**src/rtl/dmem_pkg.sv**
```systemverilog
// Shared types and constants for the data-memory responder.
// Used by dmem_ram and dmem_responder.
package dmem_pkg;

  localparam int BE_W   = 4;
  localparam int DATA_W = 32;
  localparam int CNT_W  = 4;

  typedef enum logic [1:0] {
    IDLE = 2'd0,
    WAIT = 2'd1,
    RESP = 2'd2
  } dmem_state_t;

  function automatic logic [DATA_W-1:0] be_merge(
    input logic [DATA_W-1:0] old_w,
    input logic [DATA_W-1:0] new_w,
    input logic [BE_W-1:0]   be
  );
    logic [DATA_W-1:0] r;
    r = old_w;
    for (int i = 0; i < BE_W; i++)
      if (be[i]) r[8*i +: 8] = new_w[8*i +: 8];
    return r;
  endfunction

endpackage

```
**src/rtl/dmem_ram.sv**
```systemverilog
// Word RAM with per-byte write enable and combinational read.
// Contents are not reset.
module dmem_ram
  import dmem_pkg::*;
#(
  parameter int DEPTH = 32,
  parameter int AW    = $clog2(DEPTH)
) (
  input  logic              clk,
  input  logic              we,
  input  logic [AW-1:0]     idx,
  input  logic [DATA_W-1:0] wdata,
  input  logic [BE_W-1:0]   be,
  output logic [DATA_W-1:0] rdata
);

  logic [DATA_W-1:0] mem [DEPTH];

  always_ff @(posedge clk) begin
    if (we) begin
      for (int i = 0; i < BE_W; i++)
        if (be[i]) mem[idx][8*i +: 8] <= wdata[8*i +: 8];
    end
  end

  assign rdata = mem[idx];

endmodule

```
**src/rtl/dmem_responder.sv**
```systemverilog
// Multi-cycle data-memory responder with programmable wait states.
// Optional MMIO output register enabled by DMEM_MMIO_EN.
module dmem_responder
  import dmem_pkg::*;
#(
  parameter int          DEPTH       = 32,
  parameter int          WAIT_CYCLES = 2,
  parameter logic [31:0] MMIO_ADDR   = 32'hFFFF_FFF0
) (
  input  logic              clk,
  input  logic              reset,
  input  logic              req_valid,
  output logic              req_ready,
  input  logic              req_we,
  input  logic [31:0]       req_addr,
  input  logic [DATA_W-1:0] req_wdata,
  input  logic [BE_W-1:0]   req_be,
  output logic              rsp_valid,
  input  logic              rsp_ready,
  output logic [DATA_W-1:0] rsp_rdata,
  output logic              rsp_err,
  output logic [DATA_W-1:0] mmio_out
);

  localparam int AW = $clog2(DEPTH);
  localparam logic [31:0] RAM_BYTES = 32'(DEPTH * 4);
  localparam logic [CNT_W-1:0] CNT_INIT =
    (WAIT_CYCLES > 0) ? CNT_W'(WAIT_CYCLES - 1) : '0;

  dmem_state_t state, nxt;
  logic [CNT_W-1:0] cnt;
  logic accept, go_resp;

  logic              l_we;
  logic [31:0]       l_addr;
  logic [DATA_W-1:0] l_wdata;
  logic [BE_W-1:0]   l_be;

  logic              c_we;
  logic [31:0]       c_addr;
  logic [DATA_W-1:0] c_wdata;
  logic [BE_W-1:0]   c_be;

  logic aligned, in_ram, mmio_hit, err;
  logic ram_we, mmio_we;
  logic [DATA_W-1:0] ram_rd, mmio_q;

  assign accept = req_valid && req_ready;

  // With zero wait states the commit happens on the accept edge itself.
  assign c_we    = (WAIT_CYCLES == 0) ? req_we    : l_we;
  assign c_addr  = (WAIT_CYCLES == 0) ? req_addr  : l_addr;
  assign c_wdata = (WAIT_CYCLES == 0) ? req_wdata : l_wdata;
  assign c_be    = (WAIT_CYCLES == 0) ? req_be    : l_be;

  always_ff @(posedge clk) begin
    if (reset) state <= IDLE;
    else       state <= nxt;
  end

  always_comb begin
    nxt     = state;
    go_resp = 1'b0;
    unique case (state)
      IDLE: if (accept) begin
        if (WAIT_CYCLES == 0) begin
          nxt     = RESP;
          go_resp = 1'b1;
        end else begin
          nxt = WAIT;
        end
      end
      WAIT: if (cnt == '0) begin
        nxt     = RESP;
        go_resp = 1'b1;
      end
      RESP: if (rsp_ready) nxt = IDLE;
      default: nxt = IDLE;
    endcase
  end

  always_comb begin
    req_ready = (state == IDLE) && !reset;
    rsp_valid = (state == RESP);
  end

  always_ff @(posedge clk) begin
    if (reset) begin
      cnt <= '0;
    end else if (accept) begin
      cnt <= CNT_INIT;
    end else if (state == WAIT && cnt != '0) begin
      cnt <= cnt - 1'b1;
    end
  end

  always_ff @(posedge clk) begin
    if (accept) begin
      l_we    <= req_we;
      l_addr  <= req_addr;
      l_wdata <= req_wdata;
      l_be    <= req_be;
    end
  end

  assign aligned = (c_addr[1:0] == 2'b00);
  assign in_ram  = (c_addr < RAM_BYTES);
`ifdef DMEM_MMIO_EN
  assign mmio_hit = aligned && (c_addr == MMIO_ADDR);
`else
  assign mmio_hit = 1'b0;
`endif
  assign err = !aligned || (!in_ram && !mmio_hit);

  assign ram_we  = go_resp && !reset && c_we && !err && !mmio_hit;
  assign mmio_we = go_resp && !reset && c_we && mmio_hit;

  dmem_ram #(.DEPTH(DEPTH)) u_ram (
    .clk   (clk),
    .we    (ram_we),
    .idx   (c_addr[AW+1:2]),
    .wdata (c_wdata),
    .be    (c_be),
    .rdata (ram_rd)
  );

`ifdef DMEM_MMIO_EN
  always_ff @(posedge clk) begin
    if (reset)        mmio_q <= '0;
    else if (mmio_we) mmio_q <= be_merge(mmio_q, c_wdata, c_be);
  end
`else
  assign mmio_q = '0;
`endif
  assign mmio_out = mmio_q;

  always_ff @(posedge clk) begin
    if (reset) begin
      rsp_rdata <= '0;
      rsp_err   <= 1'b0;
    end else if (go_resp) begin
      rsp_err <= err;
      if (err || c_we)   rsp_rdata <= '0;
      else if (mmio_hit) rsp_rdata <= mmio_q;
      else               rsp_rdata <= ram_rd;
    end
  end

endmodule
```
**config.mk**
```make
export PLATFORM = sky130hd
export DESIGN_NAME = dmem_responder
export DESIGN_NICKNAME = d
export VERILOG_FILES = /design/src/rtl/dmem_pkg.sv /design/src/rtl/dmem_ram.sv /design/src/rtl/dmem_responder.sv
export SDC_FILE = /design/constraint.sdc
export NUM_CORES = 1
export LEC_CHECK = 0
export ABC_AREA = 0
export CAP_MARGIN = 5
export CORE_UTILIZATION = 42
export DETAILED_ROUTE_END_ITERATION = 8
export PLACE_DENSITY = 0.55
export SETUP_SLACK_MARGIN = 0.02
export SLEW_MARGIN = 20
export SYNTH_ARGS = -nofsm -noshare
export SYNTH_HDL_FRONTEND = slang
export SYNTH_SLANG_ARGS = --single-unit
```
**constraint.sdc**
```tcl
create_clock -name clk -period 4.44 [get_ports clk]
set_input_delay 0.888 -clock clk [delete_from_list [all_inputs] [get_ports clk]]
set_output_delay 0.888 -clock clk [all_outputs]
set_load 0.01 [all_outputs]
```
Word-level counts from Yosys, hierarchy flattened

Memories as Yosys holds them, arrays and structs flattened. A register that Yosys moved wholly into a read port is not among the register bits.
Index checks and enable logic that the tools add are counted.

Shift operators: 0
Reduce and logical (&&, ||, !) cells: 19
$mul: 0
Add/subtract/negate cells: 1
Div/mod/pow operators: 0
Mux-type cells: 22
Order comparisons: 1
Bitwise operators: 0
Equal/unequal tests: 5

Operators by type and width:

| kind                                                                          | number |
|---|---|
| 32-bit by 8-bit less-than comparator with 1-bit output, second input constant | 1 |
| 32-bit 2-to-1 mux                                                             | 1 |
| 1-bit 2-to-1 mux                                                              | 16 |
| 1-bit logical AND                                                             | 6 |
| 2-bit 2-to-1 mux                                                              | 3 |
| 2-bit one-hot mux with 3 select lines                                         | 1 |
| 5-bit 2-to-1 mux                                                              | 1 |
| 1-bit zero test                                                               | 4 |
| 2-bit zero test                                                               | 2 |
| 4-bit zero test                                                               | 1 |
| 2-bit inequality test, second input constant                                  | 2 |
| 4-bit nonzero test                                                            | 1 |
| 4-bit by 1-bit subtractor with 4-bit output, second input constant            | 1 |
| 3-bit AND reduction                                                           | 1 |
| 2-bit by 1-bit == test with 1-bit output, second input constant               | 1 |
| 2-bit == test, second input constant                                          | 1 |
| 1-bit logical OR                                                              | 2 |
| 2-bit by 1-bit inequality test with 1-bit output, second input constant       | 1 |
| 2-bit nonzero test                                                            | 1 |
| 2-bit OR reduction                                                            | 1 |

RAM bits: 1,024
Latch bits: 0
Memories: 1
Memory bits (read-only): 0
Input bits: 73
Bits in registers: 108
Output and inout port bits: 67
Word-level logic and storage cells: 58

Memory list:

| memory    | depth | bits a word | read ports | clocked after memory_dff | write ports | line           | source |
|---|---|---|---|---|---|---|---|
| u_ram.mem | 32    | 32          | 1          | 1                        | 1           | dmem_ram.sv:17 | `logic [DATA_W-1:0] mem [DEPTH];` |

Logic depth before layout (Yosys ltp)

Depth after elaboration: 8
Gate-level depth with buffers: 10

By module

Synthesis repeated with hierarchy kept, for this count alone.

Cells, all modules: 2,425
Area, all modules: 43,301.5 µm²

By module, submodules not included:

| module         | times used | seq. area each (µm²) | cells each | area each (µm²) |
|---|---|---|---|---|
| dmem_ram       | 1          | 30,749.5             | 2,198      | 39,562.9 |
| dmem_responder | 1          | 2,852.7              | 227        | 3,738.6 |

Least setup slack after synthesis

OpenSTA, ideal clock, no wires.

Kind: input-to-reg
Start: input reset
End: register with a tool-made name
Setup slack: 362 ps
Data arrival time: 3,952 ps
Data required time: 4,313 ps
Buffers on the path: 1
Stages: 4
Path through: nor3_1 and2_1 clkbuf_1 mux2_2

RTL lines:

| item            | line                 | source |
|---|---|---|
| start, declared | dmem_responder.sv:11 | `input logic reset,` |

Final worst setup path

Start: input reset
End: output req_ready

Cells in the longest elaborated chain, start to end: 2

Ends and longest elaborated chain:

| item              | line                 | source |
|---|---|---|
| 1-bit zero test   | --                   |  |
| 1-bit logical AND | dmem_responder.sv:83 | `req_ready = (state == IDLE) && !reset;` |
| end, declared     | dmem_responder.sv:13 | `output logic req_ready,` |

Every way passes these cells.

==> results.json <==
{
  "drtIter0Drc": 2261,
  "cts_setup_buffers": 0,
  "drc": 0,
  "path_cells": "clkdlybuf4s50_1 -> nor3_1 -> clkdlybuf4s50_1",
  "path_max_fanout": 13,
  "final_cells": 3708,
  "ys_top_cells_by_area": "edfxtp_1, mux4_2, dfxtp_1",
  "mappedNetlistArea_um2": 43200,
  "status": "complete, no violations",
  "drv_cap": 0,
  "ys_types": 41,
  "hpwl_um": 70000,
  "tightestPinTransition_ps": 1110,
  "hold_viol": 0,
  "num_vias": 20866,
  "std_cell_rows": 117,
  "reg2reg_slack_ps": 1110,
  "grt_pass1_vias": 21218,
  "core_area_um2": 102000,
  "area_growth_pct": 17.0,
  "boundaryPins": 140,
  "grt_pass1_wl_um": 156000,
  "whs_ps": 469,
  "avgViaCountPerCell": 5.63,
  "overflow": 0,
  "synth_area_leader_cell": "edfxtp_1",
  "min_period_over_period_pct": 75.7,
  "startpoint_type": "input pin",
  "final.min_clock_period_ps": 3360,
  "cts_root_buf": "clkbuf_16",
  "track_usage_pct": 21.2,
  "wl_per_cell_um": 29.3,
  "setup.worst_path.end": "req_ready",
  "tns_ps": 0,
  "synth_edf_count": 1093,
  "crit_top_cell": "clkdlybuf4s50_1",
  "ant_nets": 0,
  "synth_top_area_share_pct": 75.9,
  "totalPowerFinal_mw": 23.1,
  "start_util_pct": 42.4,
  "async_flop_share_pct": 0,
  "rsz0062_at_grt": "false",
  "synth_ff_type": "edfxtp_1",
  "slew_headroom_pct": 26.1,
  "clockBufferDepth": 3,
  "yosysWarnings": 0,
  "seq_area_frac_synth_pct": 78.0,
  "grt_antenna_before_repair": 0,
  "critical-path-max-stage-delay_ps": 670,
  "fin_util_pct": 49.6,
  "drive_gt1_share_pct": 25.3,
  "cts_buffers": 111,
  "ff2ff_path_depth": 9,
  "required_ps": 3550,
  "drt_first_pass_iters": 7,
  "fin_skew_ps": 21.7,
  "drt_wl_total_um": 109000,
  "die_x_um": 323,
  "numPortBuffers": 107,
  "n_antenna_cell": 0,
  "leakagePower_nw": 15.9,
  "grt_max_degree": 59,
  "crit_path_start": "reset",
  "clock.fmax_ghz": 0.298,
  "synthCells": 2013,
  "end_kind": "output port",
  "dieArea_um2": 104000,
  "crit_path_top_delay_cell": "clkdlybuf4s50_1",
  "vdd_drop_max_mv": 0.281,
  "dieHeight_um": 323,
  "fill_cells": 8130,
  "cp_data_arrival_time_ps": 2470,
  "cts_hold_buf": 0,
  "layout.nets": 2320,
  "ys_seq_elements": 1137,
  "drv_slew": 0,
  "worstSetupPathType": "in2out",
  "path_clk_slew_ps": 60,
  "setup_violations": 0,
  "h-tree-depth": 3,
  "hp-class": "reg2reg",
  "gp_congestion": 0.797,
  "r2r-start": "cnt[0]$_SDFFE_PP0P_",
  "ctsResizeCount": 0,
  "cts.sinks": 1137,
  "placedCellCount": 3494,
  "insertion_delay_ps": 680,
  "worst_r2r_endpoint": "u_ram.mem[15][10]$_DFFE_PP_",
  "synth_area_per_cell_um2": 21.5,
  "cts_tree": "yes",
  "power_density_nw_per_um2": 457
}
==> cells in the mapped netlist (all sizes together), types with 2 or more instances <==
library cell / instances
a21oi: 3
and2: 5
nand3b: 3
mux4: 284
ha: 2
mux2i: 4
nor2b: 10
nor4: 9
a2111oi: 2
buf: 105
inv: 4
nand3: 4
mux2: 6
nand2: 135
nor3: 8
and3b: 2
xor2: 2
nor2: 141
dfxtp: 44
clkbuf: 33
a22oi: 93
edfxtp: 1093
a31oi: 3
nor3b: 4
nand2b: 4
==> cell usage in the layout, fill, tap and decap left out, drive strengths merged, types with 10 or more instances in the layout <==
cell type	instances
edfxtp	1093
mux4	284
nor2	141
clkbuf	139
nand2	135
buf	119
clkdlybuf4s50	107
a22oi	93
dfxtp	44
clkinv	43
conb	32
bufinv	18
nor2b	10
==> state kept, by name, indices dropped and copies added, names as in the netlist, 2 cells and up, named ones only <==
name and cells:
u_ram.mem 1024, c_addr 32, c_wdata 32, rsp_rdata 32, c_be 4, cnt 4, state 2
==> cell type report <==
cell class	count	area, µm²	share of cell area [%]
multi-input combinational	765	8860	17.5
sequential	1137	33700	66.7
clock buffer	139	3010	5.95
tap	1368	1710	3.38
clock inverter	69	811	1.60
timing repair buffer	226	2440	4.83
inverter	4	15.0	0.0297
==> worst max-delay path: cells and delay by family <==
family / cells / cell delay [ps]
simple gates: 1 / 320
buf+inv: 2 / 1260
==> report_power, final <==
group / total (mW) / switching (mW) / internal [mW]
combinational: 1.37 / 0.731 / 0.640
sequential: 11.9 / 0.147 / 11.8
clock: 9.81 / 3.98 / 5.83
==> stage by stage <==
stage	instance area, µm²	worst slack (ps)
floorplan	43300	362
global placement	46100	644
detailed placement	46700	507
CTS	50500	1060
global route	50600	877
finish	50600	1080
==> routing by layer <==
layer  up-vias  share of wire (%)  wire, µm  GRT usage (%)
li1       8708                  -         -              -
met1     11134                 43     46500           30.7
met2       897                 48     52100           33.5
met3       127                7.4      8040           3.86
met4         0                1.8      1940           5.18
met5         -                  0         0              0
==> cell families after synthesis <==
group | synth area share, %
multiplexers | 15.0
AND/OR/NAND/NOR | 3.17
other | 0.00867
XOR/XNOR | 0.0608
AO/OA/AOI/OAI | 1.82
flip-flops | 78.0
adder cells (fa/ha/maj) | 0.0579
buffers and inverters | 1.87
==> worst min-delay path by stage <==
stage / from / to / slack [ps] / cells after the start
after floorplan: rsp_rdata[30]$_SDFFE_PP0N_ / rsp_rdata[30]$_SDFFE_PP0N_ / 480 / 2
after global placement: rsp_rdata[30]$_SDFFE_PP0N_ / rsp_rdata[30]$_SDFFE_PP0N_ / 460 / 2
after detailed placement: rsp_rdata[30]$_SDFFE_PP0N_ / rsp_rdata[30]$_SDFFE_PP0N_ / 470 / 2
after CTS: rsp_rdata[30]$_SDFFE_PP0N_ / rsp_rdata[30]$_SDFFE_PP0N_ / 480 / 2
after global routing: rsp_rdata[30]$_SDFFE_PP0N_ / rsp_rdata[30]$_SDFFE_PP0N_ / 500 / 2
final: rsp_rdata[30]$_SDFFE_PP0N_ / rsp_rdata[30]$_SDFFE_PP0N_ / 470 / 2
No activity file was read; power rests on OpenSTA's default activity.
